===== src/rtl/speed_ramp.sv =====
`default_nettype none
// ============================================================================
// Module      : speed_ramp
// Description : Slew-rate limiter for the pwm duty word, with emergency stop.
// Revision    : 1.0 - initial release
// ============================================================================
module speed_ramp #(
    parameter int WIDTH       = 4,
    parameter int RAMP_CYCLES = 16
) (
    input  logic             clk,
    input  logic             rst,
    input  logic [WIDTH-1:0] target,
    input  logic             target_valid,
    input  logic             estop,
    output logic [WIDTH-1:0] duty,
    output logic             at_target,
    output logic             ramping,
    output logic             stopped
);

    localparam int                 c_CNT_W   = (RAMP_CYCLES > 1) ? $clog2(RAMP_CYCLES) : 1;
    localparam logic [c_CNT_W-1:0] c_CNT_MAX = c_CNT_W'(RAMP_CYCLES - 1);

    localparam logic [1:0] c_IDLE      = 2'd0;
    localparam logic [1:0] c_RAMP_UP   = 2'd1;
    localparam logic [1:0] c_RAMP_DOWN = 2'd2;
    localparam logic [1:0] c_STOP      = 2'd3;

    logic [WIDTH-1:0]   r_duty;
    logic [WIDTH-1:0]   r_target_q;
    logic [c_CNT_W-1:0] r_cnt;
    logic [1:0]         r_state;

    logic [1:0]         w_accept_state;
    logic [WIDTH-1:0]   w_step_duty;
    logic               w_is_ramping;

    assign w_is_ramping = (r_state == c_RAMP_UP) || (r_state == c_RAMP_DOWN);

    // Direction a newly accepted target implies, judged against the live duty.
    always_comb begin
        w_accept_state = c_IDLE;
        if (target > r_duty) begin
            w_accept_state = c_RAMP_UP;
        end else if (target < r_duty) begin
            w_accept_state = c_RAMP_DOWN;
        end
    end

    assign w_step_duty = (r_state == c_RAMP_UP) ? (r_duty + WIDTH'(1)) : (r_duty - WIDTH'(1));

    always_ff @(posedge clk or posedge rst) begin
        if (rst) begin
            r_duty     <= '0;
            r_target_q <= '0;
            r_cnt      <= '0;
            r_state    <= c_IDLE;
        end else if (estop) begin
            r_duty     <= '0;
            r_target_q <= '0;
            r_cnt      <= '0;
            r_state    <= c_STOP;
        end else if (target_valid) begin
            r_target_q <= target;
            r_state    <= w_accept_state;
            // A retarget mid-ramp keeps the prescaler phase; a fresh start does not.
            if (!w_is_ramping || (w_accept_state == c_IDLE)) begin
                r_cnt <= '0;
            end
        end else if (w_is_ramping) begin
            if (r_cnt == c_CNT_MAX) begin
                r_cnt  <= '0;
                r_duty <= w_step_duty;
                if (w_step_duty == r_target_q) begin
                    r_state <= c_IDLE;
                end
            end else begin
                r_cnt <= r_cnt + c_CNT_W'(1);
            end
        end
    end

    assign duty      = r_duty;
    assign at_target = (r_state == c_IDLE);
    assign ramping   = w_is_ramping;
    assign stopped   = (r_state == c_STOP);

endmodule
`default_nettype wire


===== config.mk =====
export PLATFORM = sky130hd
export DESIGN_NAME = speed_ramp
export DESIGN_NICKNAME = d
export VERILOG_FILES = /design/src/rtl/speed_ramp.sv
export SDC_FILE = /design/constraint.sdc
export NUM_CORES = 1
export LEC_CHECK = 0
export ABC_AREA = 0
export CORE_MARGIN = 1
export CORE_UTILIZATION = 45
export CTS_CLUSTER_SIZE = 14
export DETAILED_ROUTE_END_ITERATION = 16
export GPL_ROUTABILITY_DRIVEN = 0
export PLACE_DENSITY = 0.65
export SYNTH_ARGS = -nofsm -noshare
export SYNTH_HDL_FRONTEND = slang
export SYNTH_SLANG_ARGS = --single-unit

===== constraint.sdc =====
create_clock -name clk -period 3.6 [get_ports clk]
set_input_delay 0.36 -clock clk [delete_from_list [all_inputs] [get_ports clk]]
set_output_delay 0.36 -clock clk [all_outputs]
set_load 0.02 [all_outputs]

* Word level (Yosys, flattened, before mapping) *
Index checks and enable logic that the tools add are counted.

word-level totals
  flip-flop bits (word level) = 14
  output and inout bits = 7
  logic and storage cells = 49

cells by class
  multiplexer cells = 19
  eq/ne operators = 7
  order comparisons = 2
  $add $sub $neg = 3
  reductions and logical operators = 14

operators with widths
  operator                                                            count
  4-bit 2-to-1 mux                                                    12
  2-bit 2-to-1 mux                                                    7
  3-bit nonzero test                                                  3
  4-bit by 1-bit adder with 4-bit output, second input constant       2
  3-bit AND reduction                                                 2
  2-bit nonzero test                                                  3
  2-bit == test, second input constant                                2
  4-bit == test                                                       1
  4-bit == test, second input constant                                1
  4-bit greater-than comparator                                       1
  2-bit logical NOT                                                   2
  4-bit < comparator                                                  1
  4-bit by 1-bit subtractor with 4-bit output, second input constant  1
  3-bit by 1-bit != test with 1-bit output, second input constant     1
  2-bit by 1-bit == test with 1-bit output, second input constant     1
  1-bit logical OR                                                    2
  2-bit by 1-bit != test with 1-bit output, second input constant     1
  2-bit AND reduction                                                 1
  1-bit logical NOT                                                   1

* Logic depth before layout (Yosys ltp) *
Gate-level depths: netlist of run 1.

  depth in word-level cells = 8
  gate-level depth with buffers = 8

* Least setup slack after synthesis of run 1 *
OpenSTA, ideal clock, no wires.

  kind = register -> register
  start = reg r_state[1]
  end = reg r_duty[3] (netlist: duty[3])
  library setup time = 0.127 ns
  required time = 3.473 ns
  clock period less this slack = 1.871 ns
  path slack = 1.729 ns
  path buffers = 0
  data arrival time = 1.744 ns
  stages on the path, launching flop included = 9
  cell sequence = dfrtp_1 -> inv_1 -> ha_1 -> inv_1 -> ha_1 -> a21oi_1 -> and3_1 -> o21a_1 -> mux2_1

between the ends
  word-level cells in the longest chain between the ends = 6
  elaborated cells between the ends (all ways) = 10

ends and longest elaborated chain
  what                                      line    source
  start, declared                           33      logic [1:0] r_state;
  start signal, assigned                    58      r_state <= c_IDLE;
  start signal, assigned                    63      r_state <= c_STOP;
  start signal, assigned                    66      r_state <= w_accept_state;
  2-bit by 1-bit == test with 1-bit output  39, 51
  4-bit 2-to-1 mux                          51      assign w_step_duty = (r_state == c_RAMP_UP) ? (r_duty + WIDTH'(1)) : (r_duty - WIDTH'(1));
  4-bit 2-to-1 mux                          72      if (r_cnt == c_CNT_MAX) begin
  4-bit 2-to-1 mux                          71      end else if (w_is_ramping) begin
  4-bit 2-to-1 mux                          64      end else if (target_valid) begin
  4-bit 2-to-1 mux                          59      end else if (estop) begin
  end signal, assigned                      74      r_duty <= w_step_duty;
  end, declared                             30      logic [WIDTH-1:0] r_duty;

Parallel ways exist; a longest one is shown, timed or not. The select of a mux whose other input is x is not followed.
A chain may end at the register's enable or synchronous reset.

* Worst setup path in the final report of run 1 *
  start = reg r_state[0]
  end = out ramping

between the ends
  word-level cells in the longest chain between the ends = 2
  elaborated cells between the ends (all ways) = 3

ends and longest elaborated chain
  what                                                                              line  source
  2-bit by 1-bit == test with 1-bit output / 2-bit == test (equally long branches)  39    assign w_is_ramping = (r_state == c_RAMP_UP) || (r_state == c_RAMP_DOWN);
  1-bit logical OR (*)                                                              39
  end, declared                                                                     18    output logic ramping,

Mark *: on every way between the ends. The rest lies on a longest branch, timed or not.

==> results of run 1 <==
sequential cells by signal, indices dropped and copies added (netlist names):
| register | cells |
|---|---|
| duty | 4 |
| r_cnt | 4 |
| r_state | 2 |
| r_target_q | 4 |
metrics by stage:
| step | utilization [%] | total power, µW |
|---|---|---|
| final | 59.7 | 359 |
| after global routing | 59.7 | 381 |
| after CTS | 59.7 | 363 |
| after detailed placement | 57.9 | 247 |
| after global placement | 57.9 | 245 |
| after floorplan | - | 222 |
worst max-delay path by stage:
stage               end  slack, ns  cells past startpoint
2_1_floorplan   duty[3]       1.73                      8
3_3_place_gp   r_cnt[3]       1.45                      5
3_5_place_dp   r_cnt[3]       1.41                      5
4_1_cts         ramping       1.43                      3
5_1_grt         ramping       1.33                      3
6_report        ramping       1.42                      3
cell usage after synthesis:
library cell   n  area [µm²]
nand2_1        4        15.0
ha_1          10         125
nor2_1        10        37.5
fa_1           1        20.0
nor2b_1        2        12.5
a311oi_1       1        8.76
or2_1          1        6.26
or3_1          1        6.26
buf_2          1        5.00
o31ai_1        1        7.51
and3_1         1        6.26
xnor3_1        1        22.5
inv_1         11        41.3
o21a_1         2        15.0
and2_1         1        6.26
o21ai_0        1        5.00
xnor2_1        3        26.3
and4_1         1        8.76
xor2_1         3        26.3
nand3_1        3        15.0
nor4b_2        1        15.0
o31ai_2        1        12.5
dfrtp_1       14         350
nor3b_4        1        18.8
nand2_2        1        6.26
a211oi_1       5        37.5
mux2i_1        5        50.1
a31oi_1        1        6.26
a21oi_1       10        50.1
a21boi_1       1        7.51
o32ai_1        1        8.76
mux2_1         1        11.3
and2b_4        1        10.0
clkbuf_1       1        3.75
critical path, stage by stage, from the launching register on:
cell and delay [ns]:
dfrtp_1 0.41, inv_1 0.06, ha_1 0.42, clkdlybuf4s50_1 0.65
logic make-up after synthesis:
kind of cell / count (synthesis)
AO/OA/AOI/OAI: 24
XOR/XNOR: 7
adder cells (fa/ha/maj): 11
buffers and inverters: 13
flip-flops: 14
multiplexers: 6
AND/OR/NAND/NOR: 28
final cells by class:
cell class,count,share of cell area (%)
multi-input cells,76,50.1
repair buffers,14,11.6
inverters,11,3.42
well taps,27,2.80
clock buffers,4,3.01
flip-flops and latches,14,29.0
report_power, final:
group	switching, µW	internal, µW	total (µW)
clock network	53.1	61.5	115
registers	4.18	162	166
logic	41.0	36.6	77.6
total	98.3	260	359
metal layers:
metal / routed length (µm) / share of wire (%) / vias to the layer above
met5: 0 / 0 / -
met4: 14 / 0.73 / 0
met3: 52 / 2.7 / 2
met2: 881 / 46 / 12
met1: 972 / 51 / 382
li1: - / - / 392
==> results by group, run 1 <==
Synthesis
  • Distinct cells, synth: 34
  • Syn_nets: 122
  • Synth Area in Adders: 14.4%
  • Seq cells post-synth: 14
  • Syn avg cell area: 9.75 µm²
  • Post-synthesis simple-gate area fraction: 16.3%
  • Synth Cell Area: 0.00100 mm²
  • Seq/Total Area, Yosys: 34.9%
  • Multiplexer share of the synthesized area: 6.10%
  • Ys Warns: 0
  • Post-synthesis compound-gate area fraction: 15.8%
  • Post-Syn Instances: 103
  • Largest family of logic cells by synthesized area: simple AND/OR/NAND/NOR gates
  • XOR/XNOR share of the synthesized area: 7.47%

Floorplan
  • Width of the die: 49.3 µm
  • Die Y: 49.3 µm
  • Starting density of the core: 49.7%
  • Die Area: 0.00243 mm²
  • Core area: 0.00202 mm²
  • Num rows: 16
  • IO Pins: 15

Detailed routing
  • WL final: 1920 µm
  • Routed vias/inst: 5.40
  • Vias: 788
  • Routed wire length per instance: 13.2 µm
  • Total iterations of the first detailed-routing run: 4
  • Antenna Nets Post-Route: 0
  • DRT iter0 DRCs: 16
  • DRC Markers: 0

Place
  • Area after DPL: 0.00117 mm²
  • Place WS: 1.41 ns
  • Post-DP HPWL: 1440 µm
  • Dpl cells: 142
  • Buffers added on ports: 14

Worst setup path
  • CP Launch Type: register
  • R2R cell count: 8
  • CP max FO: 7
  • Reg2reg start: r_state[1]
  • R2R Setup Slk: 1.50 ns
  • Worst Setup SP: r_state[0]
  • Critical path capture point type: output port
  • Crit path DAT: 1.82 ns
  • Critical Path RT: 3.24 ns
  • FF-to-FF End: r_state[1]
  • Kind of critical path: reg -> out

Final layout
  • Most frequent cells in the layout: dfrtp_1, clkdlybuf4s50_1, inv_1
  • Layout area overhead: 20.1%
  • Antenna fix cells: 0
  • Final non-filler cell total: 146
  • Final nets: 139
  • Post-layout instance area: 0.00121 mm²
  • Reg area: 350 µm²
  • Fill count: 184
  • Multi-input logic area: 604 µm²
  • Fraction of layout instances using a drive strength above 1: 7.56%

Clocking
  • Clk Latency, worst-skew pair: 0.28 ns
  • Clock Sinks: 14
  • Hold-fix buffers, CTS: 0
  • Clock Root Buffer: clkbuf_4
  • H-tree Lvls: 1
  • Clock buffer depth: 2
  • CTS Buf Count: 3
  • Setup bufs post-CTS: 0
  • Worst-path clk slew: 0.09 ns
  • # resized after CTS: 0
  • CTS tree: built

STA
  • Fmax: 458 MHz
  • # setup viols final: 0
  • Final Cycle Share: 60.6%
  • Slack of the critical path: 1.42 ns
  • Shortest period the worst path allows: 2.18 ns
  • Hold Worst Slack: 0.420 ns
  • Final-report max-slew violation count: 0
  • RSZ-0062 raised after global routing: false
  • Slew @ Worst Pin: 0.618 ns
  • Worst Clk Skew: 0.00261 ns
  • Setup TNS: 0 ns
  • Slew HR: 58.6%
  • Count of final hold-check violations: 0

Global routing
  • Largest net degree at the start of global routing: 17
  • Vias in the first global route: 757
  • Met1 usage: 24.6%
  • Initial antenna violation count: 0
  • First-pass GRT wire length: 3430 µm
  • Gr ovfl total: 0
  • Top Usage Layer GRT: met2
  • M3 GR Usage: 2.18%
  • Met2 usage: 30.1%
  • GRT Util Overall: 18.4%

Power
  • Max VDD drop: 198 µV
  • Pleak: 0.000533 µW
  • P per Cell Area: 297 mW/mm²

Job
  • Max-cap violations: 0

Hold path
  • Worst hold-check path type: in -> async

Status
  • Status: finished clean
(Power assumes the default switching activity.)
==> run 2, diff against run 1 <==
--- a/config.mk
+++ b/config.mk
@@ -11,7 +11,7 @@
 export CTS_CLUSTER_SIZE = 14
 export DETAILED_ROUTE_END_ITERATION = 16
 export GPL_ROUTABILITY_DRIVEN = 0
-export PLACE_DENSITY = 0.65
+export PLACE_DENSITY = 0.68
 export SYNTH_ARGS = -nofsm -noshare
 export SYNTH_HDL_FRONTEND = slang
 export SYNTH_SLANG_ARGS = --single-unit
==> constraint.sdc (replaced) <==
create_clock -name clk -period 2 [get_ports clk]
set_input_delay 0.2 -clock clk [delete_from_list [all_inputs] [get_ports clk]]
set_output_delay 0.2 -clock clk [all_outputs]
set_load 0.02 [all_outputs]
==> run 2 against run 1 <==
  * Die area did not move
  * First-iteration DRC count did not move
  * Register-to-register slack got worse by 1.4 ns
  * Flip-flop and latch count did not move
  * Sequential share of layout area fell by 1.7 points
  * Via count rose by 2.2%
  * Cell count rose by 4.1%
  * Clock skew rose by 0.0012 ns
  * Combinational power rose by 100%
  * Power rose by 74%
  * Highest routed layer unchanged
  * Non-clock buffer count rose by 7
==> results by group, run 2 (synthesized netlist as in run 1, its figures left out) <==
Status
  • Status: finished clean

Detailed routing
  • Vias: 805
  • DRT iter0 DRCs: 16
  • Routed vias/inst: 5.30
  • DRC Markers: 0
  • Routed wire length per instance: 13.9 µm
  • Antenna Nets Post-Route: 0
  • Total iterations of the first detailed-routing run: 5
  • WL final: 2110 µm

Power
  • P per Cell Area: 487 mW/mm²
  • Internal cell power: 438 µW
  • Switching power: 186 µW
  • Pleak: 0.000569 µW
  • Gate power share: 25.1%
  • Power Total: 624 µW
  • Clock power frac: 27.0%
  • Max VDD drop: 331 µV
  • Switching share of total power: 29.8%
  • Sequential Power Share: 47.8%

Worst setup path
  • Crit path DAT: 2.09 ns
  • R2R cell count: 8
  • Crit path top cell by count: inv_1
  • Critical path capture point type: register
  • CP max stage cell: dfrtp_1
  • CP max FO: 3
  • Worst Setup SP: r_state[1]
  • Kind of critical path: reg -> reg
  • CP Launch Type: register
  • Critical Path RT: 2.18 ns
  • CP endpoint: duty[3]
  • FF-to-FF End: duty[3]
  • CP Cell Sequence: inv_1 -> ha_2 -> inv_1 -> ha_4 -> nand3_1 -> and3_1 -> o21a_1 -> mux2_1
  • Crit path largest cell delay: 0.38 ns
  • R2R Setup Slk: 0.09 ns
  • Reg2reg start: r_state[1]

Final layout
  • Final nets: 146
  • Fill count: 168
  • Antenna fix cells: 0
  • Most frequent cells in the layout: dfrtp_1, clkdlybuf4s50_1, inv_1
  • Post-layout instance area: 0.00128 mm²
  • Layout area overhead: 27.5%
  • Fraction of layout instances using a drive strength above 1: 16.0%
  • Most common cell after layout, fill and taps aside: dfrtp_1

STA
  • Count of final hold-check violations: 0
  • # setup viols final: 0
  • Slew HR: 63.6%
  • Fmax: 525 MHz
  • Setup TNS: 0 ns
  • Slew @ Worst Pin: 0.545 ns
  • Worst Clk Skew: 0.00380 ns
  • RSZ-0062 raised after global routing: false
  • Shortest period the worst path allows: 1.91 ns
  • Final-report max-slew violation count: 0
  • Final Cycle Share: 95.3%

Floorplan
  • IO Pins: 15
  • Core area: 0.00202 mm²
  • Num rows: 16
  • Die Y: 49.3 µm
  • Die Area: 0.00243 mm²
  • Width of the die: 49.3 µm
  • Starting density of the core: 49.7%

Clocking
  • Clk Latency, worst-skew pair: 0.29 ns
  • CTS tree: built
  • CTS Buf Count: 3
  • Setup bufs post-CTS: 0
  • Clock Root Buffer: clkbuf_4
  • Clock buffer depth: 2
  • Worst-path clk slew: 0.09 ns
  • Clock Sinks: 14
  • H-tree Lvls: 1

Place
  • Buffers added on ports: 14
  • Post-DP HPWL: 1640 µm
  • Area after DPL: 0.00122 mm²

Global routing
  • M3 GR Usage: 2.49%
  • GRT Util Overall: 20.7%
  • Met1 usage: 28.4%
  • Met2 usage: 32.2%
  • Largest net degree at the start of global routing: 15
  • First-pass GRT wire length: 3770 µm
  • Initial antenna violation count: 0
  • Top Usage Layer GRT: met2
  • Vias in the first global route: 824
  • Gr ovfl total: 0

Hold path
  • Worst hold-check path type: in -> async

Job
  • Max-cap violations: 0
[run 2: routing by layer]
metal | vias up | share of wire [%]
met2 | 13 | 47
met5 | - | 0
li1 | 401 | -
met4 | 0 | 1.7
met3 | 5 | 2.2
met1 | 386 | 49
[run 2: how the worst min path moves through the flow]
| stage | startpoint | endpoint |
|---|---|---|
| after floorplan | rst | duty[0] |
| after global placement | r_cnt[2] | r_cnt[2] |
| after detailed placement | r_target_q[1] | r_target_q[1] |
| after CTS | rst | r_target_q[2] |
| after global routing | rst | r_target_q[0] |
| final | rst | r_target_q[2] |
[run 2: worst max-delay path, delay by kind of cell, from the launching register on]
kind	cells	cell delay [ns]
AOI/OAI and AO/OA	1	0.17
and+or+nand+nor	2	0.28
DFF	1	0.38
buffers and inverters	2	0.17
adders and majority gates	2	0.50
muxes	1	0.30
[run 2: layout make-up]
cell class | count | area (µm²) | area share [%]
flip-flops and latches | 14 | 350 | 27.3
multi-input cells | 76 | 642 | 50.1
inverters | 11 | 41.3 | 3.22
clock buffers | 3 | 22.5 | 1.76
well taps | 27 | 33.8 | 2.64
repair buffers | 21 | 191 | 14.9
[run 2: timing repair]
action / 4_1_cts / 5_1_grt
hold buffers: 0 / 0
resized for setup: 2 / 5
setup endpoints to repair: 2 / 4
pin swaps: 0 / 1
[run 2: power groups by stage]
stage               clock, µW  combinational (µW)  sequential, µW
floorplan                   0                96.3             303
global placement            0                 148             304
detailed placement          0                 152             304
CTS                       168                 151             298
global route              178                 177             300
finish                    169                 157             298
[run 2: stage by stage]
step                      hold WS (ns)  worst slack, ns  instances  utilization [%]
after floorplan                 0.0892            0.129        103                -
after global placement           0.524           0.0736        149             60.5
after detailed placement         0.535           0.0129        149             60.5
after CTS                        0.277           0.0119        152             61.7
after global routing             0.337          0.00666        152             63.4
final                            0.246           0.0939        152             63.4
==> run 3, diff against run 2 <==
--- a/config.mk
+++ b/config.mk
@@ -11,6 +11,7 @@
 export CTS_CLUSTER_SIZE = 14
 export DETAILED_ROUTE_END_ITERATION = 16
 export GPL_ROUTABILITY_DRIVEN = 0
+export MAX_ROUTING_LAYER = met4
 export PLACE_DENSITY = 0.68
 export SYNTH_ARGS = -nofsm -noshare
 export SYNTH_HDL_FRONTEND = slang
==> run 3 against run 2 <==
  * Register-to-register slack about the same
  * Global-route usage up 0.59 points
  * First-iteration DRC count unchanged
  * Flip-flop and latch count unchanged
  * Sequential share of layout area unchanged
  * Worst setup slack worse by 0.0012 ns
  * Maximum frequency about the same
  * Sequential power about the same
  * Count of clock-buffer cells in the layout unchanged
  * Clock power about the same
  * Via count unchanged
  * Worst hold slack about the same
  * Critical path type unchanged
  * Largest cell class unchanged
==> results by group, run 3 (synthesized netlist as in run 1, its figures left out) <==
Global routing
  • Gr ovfl total: 0
  • First-pass GRT wire length: 3770 µm
  • GRT Util Overall: 21.3%
  • Largest net degree at the start of global routing: 15
  • Initial antenna violation count: 0
  • Vias in the first global route: 825

Floorplan
  • IO Pins: 15
  • Num rows: 16
  • Width of the die: 49.3 µm
  • Die Y: 49.3 µm
  • Starting density of the core: 49.7%
  • Die Area: 0.00243 mm²
  • Core area: 0.00202 mm²

STA
  • Shortest period the worst path allows: 1.91 ns
  • Hold Worst Slack: 0.247 ns
  • Slew @ Worst Pin: 0.546 ns
  • Count of final hold-check violations: 0
  • Setup TNS: 0 ns
  • # setup viols final: 0
  • RSZ-0062 raised after global routing: false
  • Final Cycle Share: 95.4%
  • Slack of the critical path: 0.0928 ns
  • Worst Clk Skew: 0.00299 ns
  • Fmax: 524 MHz
  • Final-report max-slew violation count: 0
  • Slew HR: 63.6%

Final layout
  • Antenna fix cells: 0
  • Reg area: 350 µm²
  • Most common cell after layout, fill and taps aside: dfrtp_1
  • Final non-filler cell total: 152
  • Post-layout instance area: 0.00128 mm²
  • Most frequent cells in the layout: dfrtp_1, clkdlybuf4s50_1, inv_1
  • Final nets: 146
  • Multi-input logic area: 642 µm²
  • Fill count: 168
  • Layout area overhead: 27.5%
  • Fraction of layout instances using a drive strength above 1: 16.0%

Clocking
  • Clk Latency, worst-skew pair: 0.29 ns
  • CTS tree: built
  • Hold-fix buffers, CTS: 0
  • Worst-path clk slew: 0.09 ns
  • CTS Buf Count: 3
  • Clock buffer depth: 2
  • Clock Root Buffer: clkbuf_4
  • Setup bufs post-CTS: 0
  • Clock Sinks: 14
  • H-tree Lvls: 1

Place
  • Area after DPL: 0.00122 mm²
  • Buffers added on ports: 14
  • Dpl cells: 149
  • Post-DP HPWL: 1640 µm
  • Place WS: 0.0129 ns

Worst setup path
  • Critical Path RT: 2.18 ns
  • Crit path top cell by count: inv_1
  • Critical path capture point type: register
  • CP max FO: 3
  • Crit path DAT: 2.09 ns
  • Kind of critical path: reg -> reg
  • CP Cell Sequence: inv_1 -> ha_2 -> inv_1 -> ha_4 -> nand3_1 -> and3_1 -> o21a_1 -> mux2_1
  • CP Launch Type: register
  • Crit path largest cell delay: 0.38 ns
  • CP max stage cell: dfrtp_1

Power
  • Pleak: 0.000569 µW
  • Max VDD drop: 332 µV
  • P per Cell Area: 487 mW/mm²

Detailed routing
  • Routed wire length per instance: 13.9 µm
  • DRT iter0 DRCs: 16
  • Routed vias/inst: 5.30
  • Vias: 805
  • WL final: 2110 µm
  • Antenna Nets Post-Route: 0
  • Total iterations of the first detailed-routing run: 5
  • DRC Markers: 0

Hold path
  • Worst hold-check path type: in -> async

Job
  • Max-cap violations: 0

Status
  • Status: finished clean
run 3: cell counts in the layout (fill, tap and decap cells not counted):
Identical to the previous run, type by type.
run 3: layer usage:
layer	GRT usage (%)	share of wire, %	up-vias
met4	9.80	1.7	0
met2	32.2	47	13
met5	-	0	-
li1	-	-	401
met3	2.49	2.2	5
met1	28.4	49	386
run 3: area by class of cell:
type / count / area share, %
multi-input cells: 76 / 50.1
repair buffers: 21 / 14.9
clock buffers: 3 / 1.76
inverters: 11 / 3.22
well taps: 27 / 2.64
flip-flops and latches: 14 / 27.3
run 3: per-stage QoR:
| step | power (µW) | utilization, % |
|---|---|---|
| 2_1_floorplan | 400 | - |
| 3_3_place_gp | 451 | 60.5 |
| 3_5_place_dp | 456 | 60.5 |
| 4_1_cts | 618 | 61.7 |
| 5_1_grt | 654 | 63.4 |
| 6_report | 625 | 63.4 |
run 3: timing repair:
item,4_1_cts,5_1_grt
pin swaps,0,1
endpoints found under the hold margin,0,0
resized for setup,2,5
setup endpoints to repair,2,4
run 3: worst max-delay path, delay by kind of cell (launching register included):
family	cells	cell delay (ns)
buffers and inverters	2	0.17
adder cells (fa/ha/maj)	2	0.50
multiplexers	1	0.30
flip-flops	1	0.38
AND/OR/NAND/NOR	2	0.28
AO/OA/AOI/OAI	1	0.17
run 3: report_power, final:
group | internal (µW) | switching [µW] | leakage (µW)
Clock | 70.1 | 99.3 | 0.0000138
Combinational | 75.9 | 80.9 | 0.000370
Sequential | 292 | 6.56 | 0.000185
run 3: worst paths after layout:
| check | startpoint | cells after the start | slack [ns] | end |
|---|---|---|---|---|
| worst max-delay path | r_state[1] | 8 | 0.09 | duty[3] |
| worst min-delay path | rst | 2 | 0.25 | r_target_q[2] |
| worst max register to register | r_state[1] | 8 | 0.09 | duty[3] |
| worst min register to register | r_target_q[1] | 2 | 0.55 | r_target_q[1] |
| max in group asynchronous | rst | 2 | 1.39 | r_state[1] |
| min in group clk | r_target_q[1] | 2 | 0.55 | r_target_q[1] |
